`config.mk`:
```
export PLATFORM = sky130hd
export DESIGN_NAME = tail_encoder_flat
export DESIGN_NICKNAME = d
export VERILOG_FILES = /design/src/rtl/tail_encoder_if.sv /design/src/rtl/tail_encoder.sv /design/src/flat_wrapper.sv
export SDC_FILE = /design/constraint.sdc
export NUM_CORES = 1
export LEC_CHECK = 0
export CORE_MARGIN = 2
export CORE_UTILIZATION = 45
export CTS_BUF_LIST = sky130_fd_sc_hd__clkbuf_16
export DETAILED_ROUTE_END_ITERATION = 7
export HOLD_SLACK_MARGIN = 0.1
export MAX_ROUTING_LAYER = met4
export PLACE_DENSITY = 0.69
export SETUP_SLACK_MARGIN = 0.4
export SLEW_MARGIN = 30
export SYNTH_ARGS = -nofsm -noshare
export SYNTH_HDL_FRONTEND = slang
export SYNTH_SLANG_ARGS = --single-unit
```
`constraint.sdc`:
```
create_clock -name CLK -period 6.2 [get_ports CLK]
set_input_delay 0.62 -clock CLK [delete_from_list [all_inputs] [get_ports CLK]]
set_output_delay 0.62 -clock CLK [all_outputs]
set_load 0.05 [all_outputs]
```
`src/rtl/tail_encoder_if.sv`:
```
// rtl/tail_encoder_if.sv - shift-tail input and UART-side output bundle for tail_encoder
interface tail_encoder_if;
  logic       SHIFT_ENABLE;
  logic       SHIFT_TAIL;
  logic       UART_READY;
  logic       OUT_VALID;
  logic [7:0] OUT_DATA;
  logic       OVERFLOW;

  modport master (
    output SHIFT_ENABLE, SHIFT_TAIL, UART_READY,
    input  OUT_VALID, OUT_DATA, OVERFLOW
  );

  modport slave (
    input  SHIFT_ENABLE, SHIFT_TAIL, UART_READY,
    output OUT_VALID, OUT_DATA, OVERFLOW
  );
endinterface

```
`src/rtl/tail_encoder.sv`:
```
// rtl/tail_encoder.sv - assembles MSB-first serial bits into bytes and queues them for a UART
module tail_encoder #(
  parameter int FIFO_DEPTH = 4
) (
  input logic          CLK,
  input logic          RST,
  tail_encoder_if.slave bus
);
  localparam int PW = (FIFO_DEPTH > 1) ? $clog2(FIFO_DEPTH) : 1;
  localparam logic [PW-1:0] PTR_ONE = PW'(1);
  localparam logic [PW:0]   CNT_ONE = (PW + 1)'(1);
  localparam logic [PW:0]   CNT_MAX = (PW + 1)'(FIFO_DEPTH);

  logic [2:0]    bit_cnt_q, bit_cnt_d;
  logic [7:0]    asm_q, asm_d;
  logic [PW-1:0] wr_ptr_q, wr_ptr_d;
  logic [PW-1:0] rd_ptr_q, rd_ptr_d;
  logic [PW:0]   count_q, count_d;
  logic          overflow_q, overflow_d;
  logic [7:0]    mem_q [FIFO_DEPTH];

  logic       push;
  logic       pop;
  logic       full;
  logic       do_write;
  logic [7:0] push_byte;

  assign push_byte = {asm_q[6:0], bus.SHIFT_TAIL};
  assign push      = bus.SHIFT_ENABLE && (bit_cnt_q == 3'd7);
  assign pop       = (count_q != '0) && bus.UART_READY;
  assign full      = (count_q == CNT_MAX);
  // When full, a simultaneous pop frees the slot the write pointer already aims at.
  assign do_write  = push && (!full || pop);

  always_comb begin
    bit_cnt_d  = bit_cnt_q;
    asm_d      = asm_q;
    wr_ptr_d   = wr_ptr_q;
    rd_ptr_d   = rd_ptr_q;
    count_d    = count_q;
    overflow_d = overflow_q | (push && full && !pop);

    if (bus.SHIFT_ENABLE) begin
      bit_cnt_d = bit_cnt_q + 3'd1;
      asm_d     = push_byte;
    end
    if (do_write) wr_ptr_d = wr_ptr_q + PTR_ONE;
    if (pop)      rd_ptr_d = rd_ptr_q + PTR_ONE;

    case ({do_write, pop})
      2'b10:   count_d = count_q + CNT_ONE;
      2'b01:   count_d = count_q - CNT_ONE;
      default: count_d = count_q;
    endcase
  end

  always_ff @(posedge CLK) begin
    if (RST) begin
      bit_cnt_q  <= 3'd0;
      asm_q      <= 8'h00;
      wr_ptr_q   <= '0;
      rd_ptr_q   <= '0;
      count_q    <= '0;
      overflow_q <= 1'b0;
    end else begin
      bit_cnt_q  <= bit_cnt_d;
      asm_q      <= asm_d;
      wr_ptr_q   <= wr_ptr_d;
      rd_ptr_q   <= rd_ptr_d;
      count_q    <= count_d;
      overflow_q <= overflow_d;
    end
  end

  // Storage needs no reset: occupancy gates every read of it.
  always_ff @(posedge CLK) begin
    if (!RST && do_write) mem_q[wr_ptr_q] <= push_byte;
  end

  assign bus.OUT_VALID = (count_q != '0);
  assign bus.OUT_DATA  = bus.OUT_VALID ? mem_q[rd_ptr_q] : 8'h00;
  assign bus.OVERFLOW  = overflow_q;
endmodule
```
`src/flat_wrapper.sv`:
```
// flat-port wrapper written by rule: the top's interface ports become plain ports
module tail_encoder_flat 
#(
  parameter int FIFO_DEPTH = 4
)
  (CLK, RST, bus_SHIFT_ENABLE, bus_SHIFT_TAIL, bus_UART_READY, bus_OUT_VALID, bus_OUT_DATA, bus_OVERFLOW);
  tail_encoder_if bus_i ();
  input logic CLK;
  input logic RST;
  input wire logic [$bits(bus_i.SHIFT_ENABLE)-1:0] bus_SHIFT_ENABLE;
  input wire logic [$bits(bus_i.SHIFT_TAIL)-1:0] bus_SHIFT_TAIL;
  input wire logic [$bits(bus_i.UART_READY)-1:0] bus_UART_READY;
  output wire logic [$bits(bus_i.OUT_VALID)-1:0] bus_OUT_VALID;
  output wire logic [$bits(bus_i.OUT_DATA)-1:0] bus_OUT_DATA;
  output wire logic [$bits(bus_i.OVERFLOW)-1:0] bus_OVERFLOW;
  assign bus_i.SHIFT_ENABLE = bus_SHIFT_ENABLE;
  assign bus_i.SHIFT_TAIL = bus_SHIFT_TAIL;
  assign bus_i.UART_READY = bus_UART_READY;
  assign bus_OUT_VALID = bus_i.OUT_VALID;
  assign bus_OUT_DATA = bus_i.OUT_DATA;
  assign bus_OVERFLOW = bus_i.OVERFLOW;
  tail_encoder #(.FIFO_DEPTH(FIFO_DEPTH)) u_core (.CLK(CLK), .RST(RST), .bus(bus_i));
endmodule
```
==> qor.csv <==
metric,value,unit
drt_iter0_markers,101,
syn_inst,144,
slew_viol_final,0,
drive_above_1_share,11.2,%
cp_slowest_cell,clkdlybuf4s50_1,
final_nets,173,
dp_hpwl,2.39,mm
max_slew_margin,50.8,%
io_buffers,14,
cp_top_family,buffers and inverters,
seq_area_frac_synth,64.5,%
start_kind,flip-flop,
fin_crit_sh,48.3,%
synthDistinctLibCells,25,
antenna_found_initial,0,
p_total,0.638,mW
syn_to_final_growth,15.4,%
grt_first_pass_wirelength,5.78,mm
finalHoldViolCount,0,
rsz0062_at_grt,no,
worst_clock_skew,7.46,ps
clk_pin_slew,60,ps
start_util,47.5,%
cts.repair.resized,0,
crit_fanout,8,
cts_htree_levels,2,
n_antenna_cell,0,
seq_area,1360,sq um
route.detailed.wl_per_inst,16.5,um
crit_chain,mux4_2 -> nor2b_1 -> clkdlybuf4s50_1,
max_stage_delay,690,ps
ys_top_cells_by_area,"edfxtp_1 46%, dfxtp_1 19%, mux4_2 8.5%",
worstPathArrival,2380,ps
route.detailed.drc,0,
dp_cells,205,
grt_pass1_vias,1188,
ys_top_cells_by_count,"32 x edfxtp_1, 20 x dfxtp_1, 18 x nor2_1",
die_w,72.5,um
post-cts-setup-buffers,0,
tightestPinTransition,736,ps
wl,3.52,mm
rows,24,
dieHeight,72.5,um
required,5580,ps
yosysMostFrequentCell,edfxtp_1,
place_area,2300,sq um
place_congestion,0.666,
crit_buf_inv,1,
clock_path_buffers,2,
tns,0,ps
syn-num-nets,157,
p_leak,0.830,nW
fin_crit,3000,ps
ys_ff_latch,52,
cts_root_buf,clkbuf_16,
async_flop_share,0,%
fmax,334,MHz
irDropWorstVdd,0.190,mV
path_class,reg2out,
final_area,2440,sq um
cp-end-kind,primary output,
status,finished clean,
vias,1149,
cts.sinks,52,
fillCellCount,373,
drv_cap,0,
yosysTopAreaCell,edfxtp_1,
p_per_area,262,nW/um^2
reg2reg_depth,11,
multiInputGateArea,692,sq um
grt_max_degree,23,
ios,15,
antenna_left,0,
core_area,4440,sq um
setup_viol,0,
synth.cell_area,2110,sq um
ys.flop_type,edfxtp_1,
whs,503,ps
dieArea,5250,sq um
synth-warning-count,0,
holdCritPathClass,reg2reg,
cts_tree,yes,
avgSynthCellArea,14.7,sq um
final_cells,213,
track_usage,16.0,%
cp.depth,3,
grt_overflow,0,
drt_pass1_iterations,4,
synth_top_area_share,45.5,%
synth-edff-count,32,
hold_buffers,0,
worstSkewPairLatency,280,ps
viasPerCell,5.39,
cts_made_buffers,5,
worst_hold_path.num_cells,2,
[tightest hold or removal path, delay by kind of cell (launching register included)]
family           cells  cell delay (ps)
flip-flops           1              330
AND/OR/NAND/NOR      1               80
AO/OA/AOI/OAI        1               50
[report_power, final]
part / total, mW / switching (mW) / internal [mW]
combinational: 0.0133 / 0.00704 / 0.00624
sequential: 0.369 / 0.00215 / 0.366
clock: 0.256 / 0.110 / 0.147
total: 0.638 / 0.119 / 0.519
[final timing paths]
kind,start,end,slack (ps)
setup / recovery,flip-flop,bus_OUT_DATA[2],3200
hold reg to reg,u_core.bus.OVERFLOW,u_core.bus.OVERFLOW,500
setup reg to reg,u_core.bit_cnt_q[0],u_core.count_q[2],3930
hold / removal,u_core.bus.OVERFLOW,u_core.bus.OVERFLOW,500
[cell type report]
class                           count  share of cell area [%]
Clock inverter                      3                   0.616
Tap cell                           52                    2.67
Clock buffer                        5                    5.14
Timing Repair Buffer               15                    6.06
Sequential cell                    52                    55.9
Inverter                            8                    1.23
Multi-Input combinational cell     78                    28.4
[sequential cells by signal, indices dropped and copies added (netlist names), named ones only]
register	flops
u_core.asm_q	7
u_core.bit_cnt_q	3
u_core.bus.OVERFLOW	1
u_core.count_q	3
u_core.mem_q	32
u_core.rd_ptr_q	2
u_core.wr_ptr_q	2
[layout by cell type, fill, tap and decap left out]
cell type / count
nor2b_1: 8
nor3_1: 2
clkinvlp_4: 1
nand2b_1: 2
or3_1: 2
a21oi_1: 3
o31ai_1: 1
mux2_4: 1
nor2_2: 1
fa_1: 1
clkbuf_16: 5
mux4_2: 8
clkinv_1: 1
dfxtp_1: 20
nor2_1: 18
mux2i_1: 10
clkdlybuf4s50_1: 14
xor2_1: 3
ha_1: 7
and2_1: 4
buf_4: 1
nor4b_4: 1
edfxtp_1: 32
inv_1: 9
xnor2_1: 1
o21ai_0: 2
a31oi_1: 1
nand2_1: 2
[metrics by stage]
stage | utilization [%] | setup slack [ps]
6_report | 54.8 | 3200
5_1_grt | 54.8 | 3060
4_1_cts | 54.8 | 3120
3_5_place_dp | 51.7 | 3110
3_3_place_gp | 51.7 | 3220
2_1_floorplan | - | 3950
[kinds of logic after synthesis]
family	share of synthesized area (%)
simple gates	10.2
fa+ha+maj	5.10
xor+xnor	1.66
buf+inv	2.73
flops	64.5
compound gates	1.84
mux	14.0
[routing by layer]
| layer | GRT usage (%) | routed length [um] | vias to the layer above |
|---|---|---|---|
| li1 | - | - | 539 |
| met1 | 17.2 | 1410 | 584 |
| met2 | 27.8 | 1940 | 22 |
| met3 | 4.58 | 104 | 4 |
| met4 | 6.17 | 62 | 0 |
| met5 | - | 0 | - |
Note: power is estimated with default switching activity, not from simulation.
